<file path="config.mk">
export PLATFORM = sky130hd
export DESIGN_NAME = store_align_unit
export DESIGN_NICKNAME = d
export VERILOG_FILES = /design/src/rtl/store_pkg.sv /design/src/rtl/store_lane_shifter.sv /design/src/rtl/store_align_unit.sv
export SDC_FILE = /design/constraint.sdc
export NUM_CORES = 1
export LEC_CHECK = 0
export BUFFER_PORTS_ARGS = -buffer_cell sky130_fd_sc_hd__buf_2
export CAP_MARGIN = 15
export CORE_ASPECT_RATIO = 2
export CORE_MARGIN = 2
export CORE_UTILIZATION = 43
export CTS_CLUSTER_DIAMETER = 30
export CTS_CLUSTER_SIZE = 24
export DETAILED_ROUTE_END_ITERATION = 12
export PLACE_DENSITY = 0.71
export SLEW_MARGIN = 0
export SYNTH_ARGS = -nofsm -noshare
export SYNTH_HDL_FRONTEND = slang
export SYNTH_SLANG_ARGS = --single-unit
export TNS_END_PERCENT = 100
</file>
<file path="constraint.sdc">
create_clock -name clk -period 2.5 [get_ports clk]
set_input_delay 0.375 -clock clk [delete_from_list [all_inputs] [get_ports clk]]
set_output_delay 0.375 -clock clk [all_outputs]
set_load 0.05 [all_outputs]
</file>
<file path="src/rtl/store_pkg.sv">
// Shared definitions for the store-path alignment unit.
//   - size encodings for req_size (log2 of the access byte count)
//   - FSM state encoding
//   - helpers deriving lane count and lane-offset width from the bus width
package store_pkg;

    typedef enum logic [1:0] {
        SZ_BYTE  = 2'd0,
        SZ_HALF  = 2'd1,
        SZ_WORD  = 2'd2,
        SZ_DWORD = 2'd3
    } size_e;

    typedef enum logic [2:0] {
        IDLE,
        BEAT0,
        BEAT1,
        DONE,
        ERR
    } state_e;

    // Number of byte lanes on a bus of data_w bits.
    function automatic int unsigned lane_count(input int unsigned data_w);
        return data_w / 8;
    endfunction

    // Width of the byte offset within one bus word.
    function automatic int unsigned off_bits(input int unsigned data_w);
        return $clog2(data_w / 8);
    endfunction

endpackage

</file>
<file path="src/rtl/store_lane_shifter.sv">
// Combinational lane shifter.
// Builds the byte-enable mask and lane-aligned data over two bus words
// (2*NB lanes) so that a boundary-crossing store falls out naturally as a
// low half (beat 0) and a high half (beat 1).
//   size : access size, log2 of byte count
//   off  : byte offset within the bus word
//   data : right-justified store data
//   mask : 2*NB-bit byte mask, ((1<<n)-1) << off
//   wide : 2*DATA_W-bit data, data[8n-1:0] << 8*off
module store_lane_shifter
    import store_pkg::*;
#(
    parameter int unsigned DATA_W = 32
) (
    input  logic [1:0]                          size,
    input  logic [off_bits(DATA_W)-1:0]         off,
    input  logic [DATA_W-1:0]                   data,
    output logic [2*lane_count(DATA_W)-1:0]     mask,
    output logic [2*DATA_W-1:0]                 wide
);

    localparam int unsigned NB = lane_count(DATA_W);

    logic [2*NB-1:0]     base_mask;
    logic [2*DATA_W-1:0] base_data;

    always_comb begin
        base_mask = '0;
        base_data = '0;
        // Only the low n bytes are kept; an oversize request is truncated
        // to NB lanes, which is harmless because it is rejected upstream.
        for (int unsigned i = 0; i < NB; i++) begin
            if (i < (32'd1 << size)) begin
                base_mask[i]         = 1'b1;
                base_data[8*i +: 8]  = data[8*i +: 8];
            end
        end
        mask = base_mask << off;
        wide = base_data << {off, 3'b000};
    end

endmodule

</file>
<file path="src/rtl/store_align_unit.sv">
// Store-path unit between the memory stage and a word-addressed data bus.
// Converts a store request into one or two bus beats with byte enables and
// lane-aligned data. Boundary-crossing stores are split (SPLIT_EN=1) or
// rejected (SPLIT_EN=0); oversize accesses are always rejected.
//   clk, reset       : clock, asynchronous active-low reset
//   req_valid/ready  : request handshake (ready only in IDLE)
//   req_size/addr/data : store request, captured at acceptance
//   bus_valid/ready  : bus beat handshake
//   bus_addr/be/wdata: beat payload, zero when no beat is presented
//   done, err        : one-cycle completion / rejection pulses
module store_align_unit
    import store_pkg::*;
#(
    parameter int unsigned DATA_W   = 32,
    parameter int unsigned ADDR_W   = 32,
    parameter bit          SPLIT_EN = 1'b1
) (
    input  logic                 clk,
    input  logic                 reset,
    input  logic                 req_valid,
    output logic                 req_ready,
    input  logic [1:0]           req_size,
    input  logic [ADDR_W-1:0]    req_addr,
    input  logic [DATA_W-1:0]    req_data,
    output logic                 bus_valid,
    input  logic                 bus_ready,
    output logic [ADDR_W-1:0]    bus_addr,
    output logic [DATA_W/8-1:0]  bus_be,
    output logic [DATA_W-1:0]    bus_wdata,
    output logic                 done,
    output logic                 err
);

    localparam int unsigned NB = lane_count(DATA_W);
    localparam int unsigned OB = off_bits(DATA_W);

    state_e state, state_next;

    logic [1:0]          cap_size;
    logic [ADDR_W-1:0]   cap_addr;
    logic [DATA_W-1:0]   cap_data;

    logic [2*NB-1:0]     mask;
    logic [2*DATA_W-1:0] wide;
    logic [ADDR_W-1:0]   base_addr;

    logic [31:0]         req_off;
    logic [31:0]         req_n;
    logic                illegal;
    logic                accept;

    assign accept = req_valid && (state == IDLE);

    // Legality is judged on the raw request so the ERR decision is made in
    // the acceptance cycle; crossing is off + n > NB.
    always_comb begin
        req_off = 32'(req_addr[OB-1:0]);
        req_n   = 32'd1 << req_size;
        illegal = (32'(req_size) > OB) || (!SPLIT_EN && ((req_off + req_n) > NB));
    end

    always_ff @(posedge clk or negedge reset) begin
        if (!reset) begin
            cap_size <= '0;
            cap_addr <= '0;
            cap_data <= '0;
        end else if (accept) begin
            cap_size <= req_size;
            cap_addr <= req_addr;
            cap_data <= req_data;
        end
    end

    store_lane_shifter #(
        .DATA_W (DATA_W)
    ) u_shift (
        .size (cap_size),
        .off  (cap_addr[OB-1:0]),
        .data (cap_data),
        .mask (mask),
        .wide (wide)
    );

    assign base_addr = {cap_addr[ADDR_W-1:OB], {OB{1'b0}}};

    always_ff @(posedge clk or negedge reset) begin
        if (!reset) state <= IDLE;
        else        state <= state_next;
    end

    always_comb begin
        state_next = state;
        unique case (state)
            IDLE:    if (req_valid) state_next = illegal ? ERR : BEAT0;
            BEAT0:   if (bus_ready) state_next = (|mask[2*NB-1:NB]) ? BEAT1 : DONE;
            BEAT1:   if (bus_ready) state_next = DONE;
            DONE:    state_next = IDLE;
            ERR:     state_next = IDLE;
            default: state_next = IDLE;
        endcase
    end

    // Outputs decode only registered state and captured fields, so there is
    // no path from req_* or bus_ready to any output.
    always_comb begin
        req_ready = (state == IDLE);
        bus_valid = (state == BEAT0) || (state == BEAT1);
        done      = (state == DONE);
        err       = (state == ERR);
        bus_addr  = '0;
        bus_be    = '0;
        bus_wdata = '0;
        if (state == BEAT0) begin
            bus_addr  = base_addr;
            bus_be    = mask[NB-1:0];
            bus_wdata = wide[DATA_W-1:0];
        end else if (state == BEAT1) begin
            bus_addr  = base_addr + ADDR_W'(NB);
            bus_be    = mask[2*NB-1:NB];
            bus_wdata = wide[2*DATA_W-1:DATA_W];
        end
    end

endmodule

</file>
==> impl_metrics.tcl <==
set metrics [dict create \
    status "finished with violations" \
    violations "negative setup slack" \
    slew_viol_final 0 \
    drt_wl_total_um 15760 \
    critical_path_class "reg2out" \
    dr.pass1.iters 5 \
    cts_max_path_buffers 2 \
    fp.dieH_um 149.8 \
    clock-root-buffer "clkbuf_16" \
    clk_pin_slew_ps 60 \
    avgViaCountPerCell 6.064 \
    cpPeakStageDelay_ps 480 \
    fin_hold_ws_ps 61.23 \
    synth_top_family_by_area "compound AO/OA/AOI/OAI gates" \
    finalWorstSetupSlack_ps -42.49 \
    synth_enable_flop_cells 0 \
    fin_skew_ps 6.824 \
    dr.first_iter.drc_count 229 \
    critPathSlowestCell "or4_4" \
    post-place-cells 767 \
    dp_slack_ps 100.4 \
    ant_nets 0 \
    drive_above_1_share_pct 51.52 \
    drv_cap 0 \
    worstMarginPinSlew_ps 624.6 \
    synth_seq_cells 69 \
    via_count 4809 \
    cts_tree "built" \
    cts_htree_levels 3 \
    fmax_ghz 0.3933 \
    ys_types 55 \
    finalHoldViolations 0 \
    maxSlewHeadroom_pct 58.36 \
    gp_congestion 0.9228 \
    synthSimpleGateAreaFrac_pct 15.23 \
    synth_adder_area_share_pct 0.2739 \
    avgRoutedWirePerCell_um 19.87 \
    diodes 0 \
    netlist_instances 494 \
    cts.sink_count 69 \
    drcViolationCount 0 \
    synth_compound_area_share_pct 21.97 \
    ys_async_sr_fraction_pct 100.0 \
    grt_pass1_vias 4870 \
    syn_area_mm2 0.004568 \
    crit_path_cell_trace "nand4_1 -> buf_6 -> or4_4 -> or2_4 -> o41ai_2 -> buf_4" \
    final_cells 793 \
    final_nets 722 \
    synth_xor_area_share_pct 0 \
    placementRows 53 \
    yosys_warnings 0 \
    clock_latency_ps 330 \
    ys.flop_type "dfrtp_1" \
    end_kind "primary output" \
    die_w_um 76.88 \
    start_util_pct 43.88 \
    area_delta_synth_final_pct 39.52 \
    io_pins 142 \
    grt_pass1_wl_um 24480 \
    crit_required_ps 2120 \
    die_area_mm2 0.01151 \
    antenna_found_initial 0 \
    grt_overflow_total 0 \
    crit_fanout 5 \
    setup_violations 2 \
    rsz0062_at_grt "yes" \
    portBuffers 139 \
    hp-class "in2async" \
    startpoint_type "register" \
    fin_crit_sh_pct 101.7 \
    grt_use_total_pct 27.53 \
    synth_area_per_cell_um2 9.247 \
    ys_seq_area_share_pct 37.80 \
    crit_arrival_ps 2170 \
    min_period_ps 2542 \
    synth_mux_area_share_pct 19.72 \
    core_mm2 0.01041 \
    cts_buffers 9 \
    dp_hpwl_um 11500 \
    grt_start_max_net_pins 71 \
]
-- state kept, by name, indices dropped and copies added, names as in the netlist --
signal and cells:
cap_addr 32, cap_data 32, state 3, cap_size 2
-- area by class of cell --
class                           instances  area, um2
Clock buffer                           11      252.7
Sequential cell                        69       1732
Timing Repair Buffer                  192       1267
Tap cell                              137      171.4
Clock inverter                          5      106.4
Fill cell                             895       4038
Multi-Input combinational cell        375       2829
Inverter                                4      15.01
-- cell families after synthesis --
kind of cell / after synthesis
adders and majority gates: 1
muxes: 80
and+or+nand+nor: 138
buffers and inverters: 52
DFF: 69
AOI/OAI and AO/OA: 153
other: 1
-- worst max-delay path, delay by kind of cell, from the launching register on --
family          cells  cell delay, ps
compound gates      1             190
buf+inv             2             390
flops               1             380
simple gates        3             860
-- through the flow --
step	util, %	setup TNS (ps)	cell area, um2
global route	61.22	-573.0	6374
CTS	59.80	-39.06	6226
detailed placement	54.61	0	5685
global placement	54.61	0	5685
finish	61.22	-54.09	6374
floorplan	-	-322.7	4656
-- Yosys cell counts, drive strengths merged, types with 3 or more instances --
cell type | number | area, um2
nor4 | 5 | 31.28
a31oi | 14 | 87.58
and4 | 4 | 35.03
mux2 | 80 | 900.9
o211ai | 3 | 22.52
a22oi | 8 | 60.06
dfrtp | 69 | 1727
buf | 25 | 123.9
and3 | 6 | 37.54
o22ai | 8 | 50.05
a21oi | 13 | 65.06
a2bb2oi | 9 | 78.83
a41oi | 5 | 43.79
clkbuf | 23 | 86.33
nand4 | 10 | 62.56
a32oi | 8 | 70.07
o21a | 7 | 52.55
o311ai | 4 | 35.03
nor3 | 8 | 50.05
nor2 | 22 | 82.58
or2 | 3 | 18.77
inv | 4 | 15.01
o22a | 3 | 26.28
nand3 | 16 | 85.08
o21ai | 55 | 275.3
nand2 | 52 | 195.2
o31a | 3 | 26.28
-- what timing repair did --
item / 4_1_cts / 5_1_grt
setup buffers: 4 / 5
pin swaps: 3 / 5
hold buffers: 0 / 0
gates resized for setup: 49 / 35
endpoints found under the setup margin: 33 / 43
cloned: 1 / 0
-- metal layers --
layer | vias up | wire length, um | global-route usage [%]
met3 | 58 | 745 | 4.222
met4 | 0 | 855 | 18.73
li1 | 2177 | - | -
met1 | 2334 | 5413 | 28.06
met2 | 240 | 8742 | 50.79
met5 | - | 0 | 0
-- layout by cell type (no fill, tap or decap), drive strengths merged, types with 2 or more instances in the layout --
cell,count
o31ai,2
a22oi,8
nor3,8
or2,3
clkbuf,16
conb,2
mux2,80
o41ai,2
nand2,52
nor3b,2
or4,2
o22ai,8
nor2,22
a32oi,8
buf,187
o311ai,4
o22a,3
or3b,2
nand3,16
a41oi,5
bufinv,3
a2bb2oi,9
a21oi,13
o211ai,3
nor4,5
and3,6
nor2b,2
dfrtp,69
nand4,10
inv,4
o31a,3
and2,2
o21ai,55
a31oi,14
o21a,7
and4,4
-- worst paths after layout --
kind                              startpoint      endpoint  slack (ps)  depth (start not counted)
worst max register to register      state[1]  cap_addr[15]         450                          6
min in group clk                 req_addr[1]   cap_addr[1]         250                          3
worst max-delay path            cap_addr[13]  bus_addr[26]         -40                          6
max in group asynchronous              reset      state[0]        1770                          2
worst min-delay path                   reset  cap_addr[13]          60                          1
worst min register to register  cap_data[21]  cap_data[21]         540                          1
Power is not shown: default switching activity piles up to over one toggle a cycle in this logic, so the estimate is an artifact.
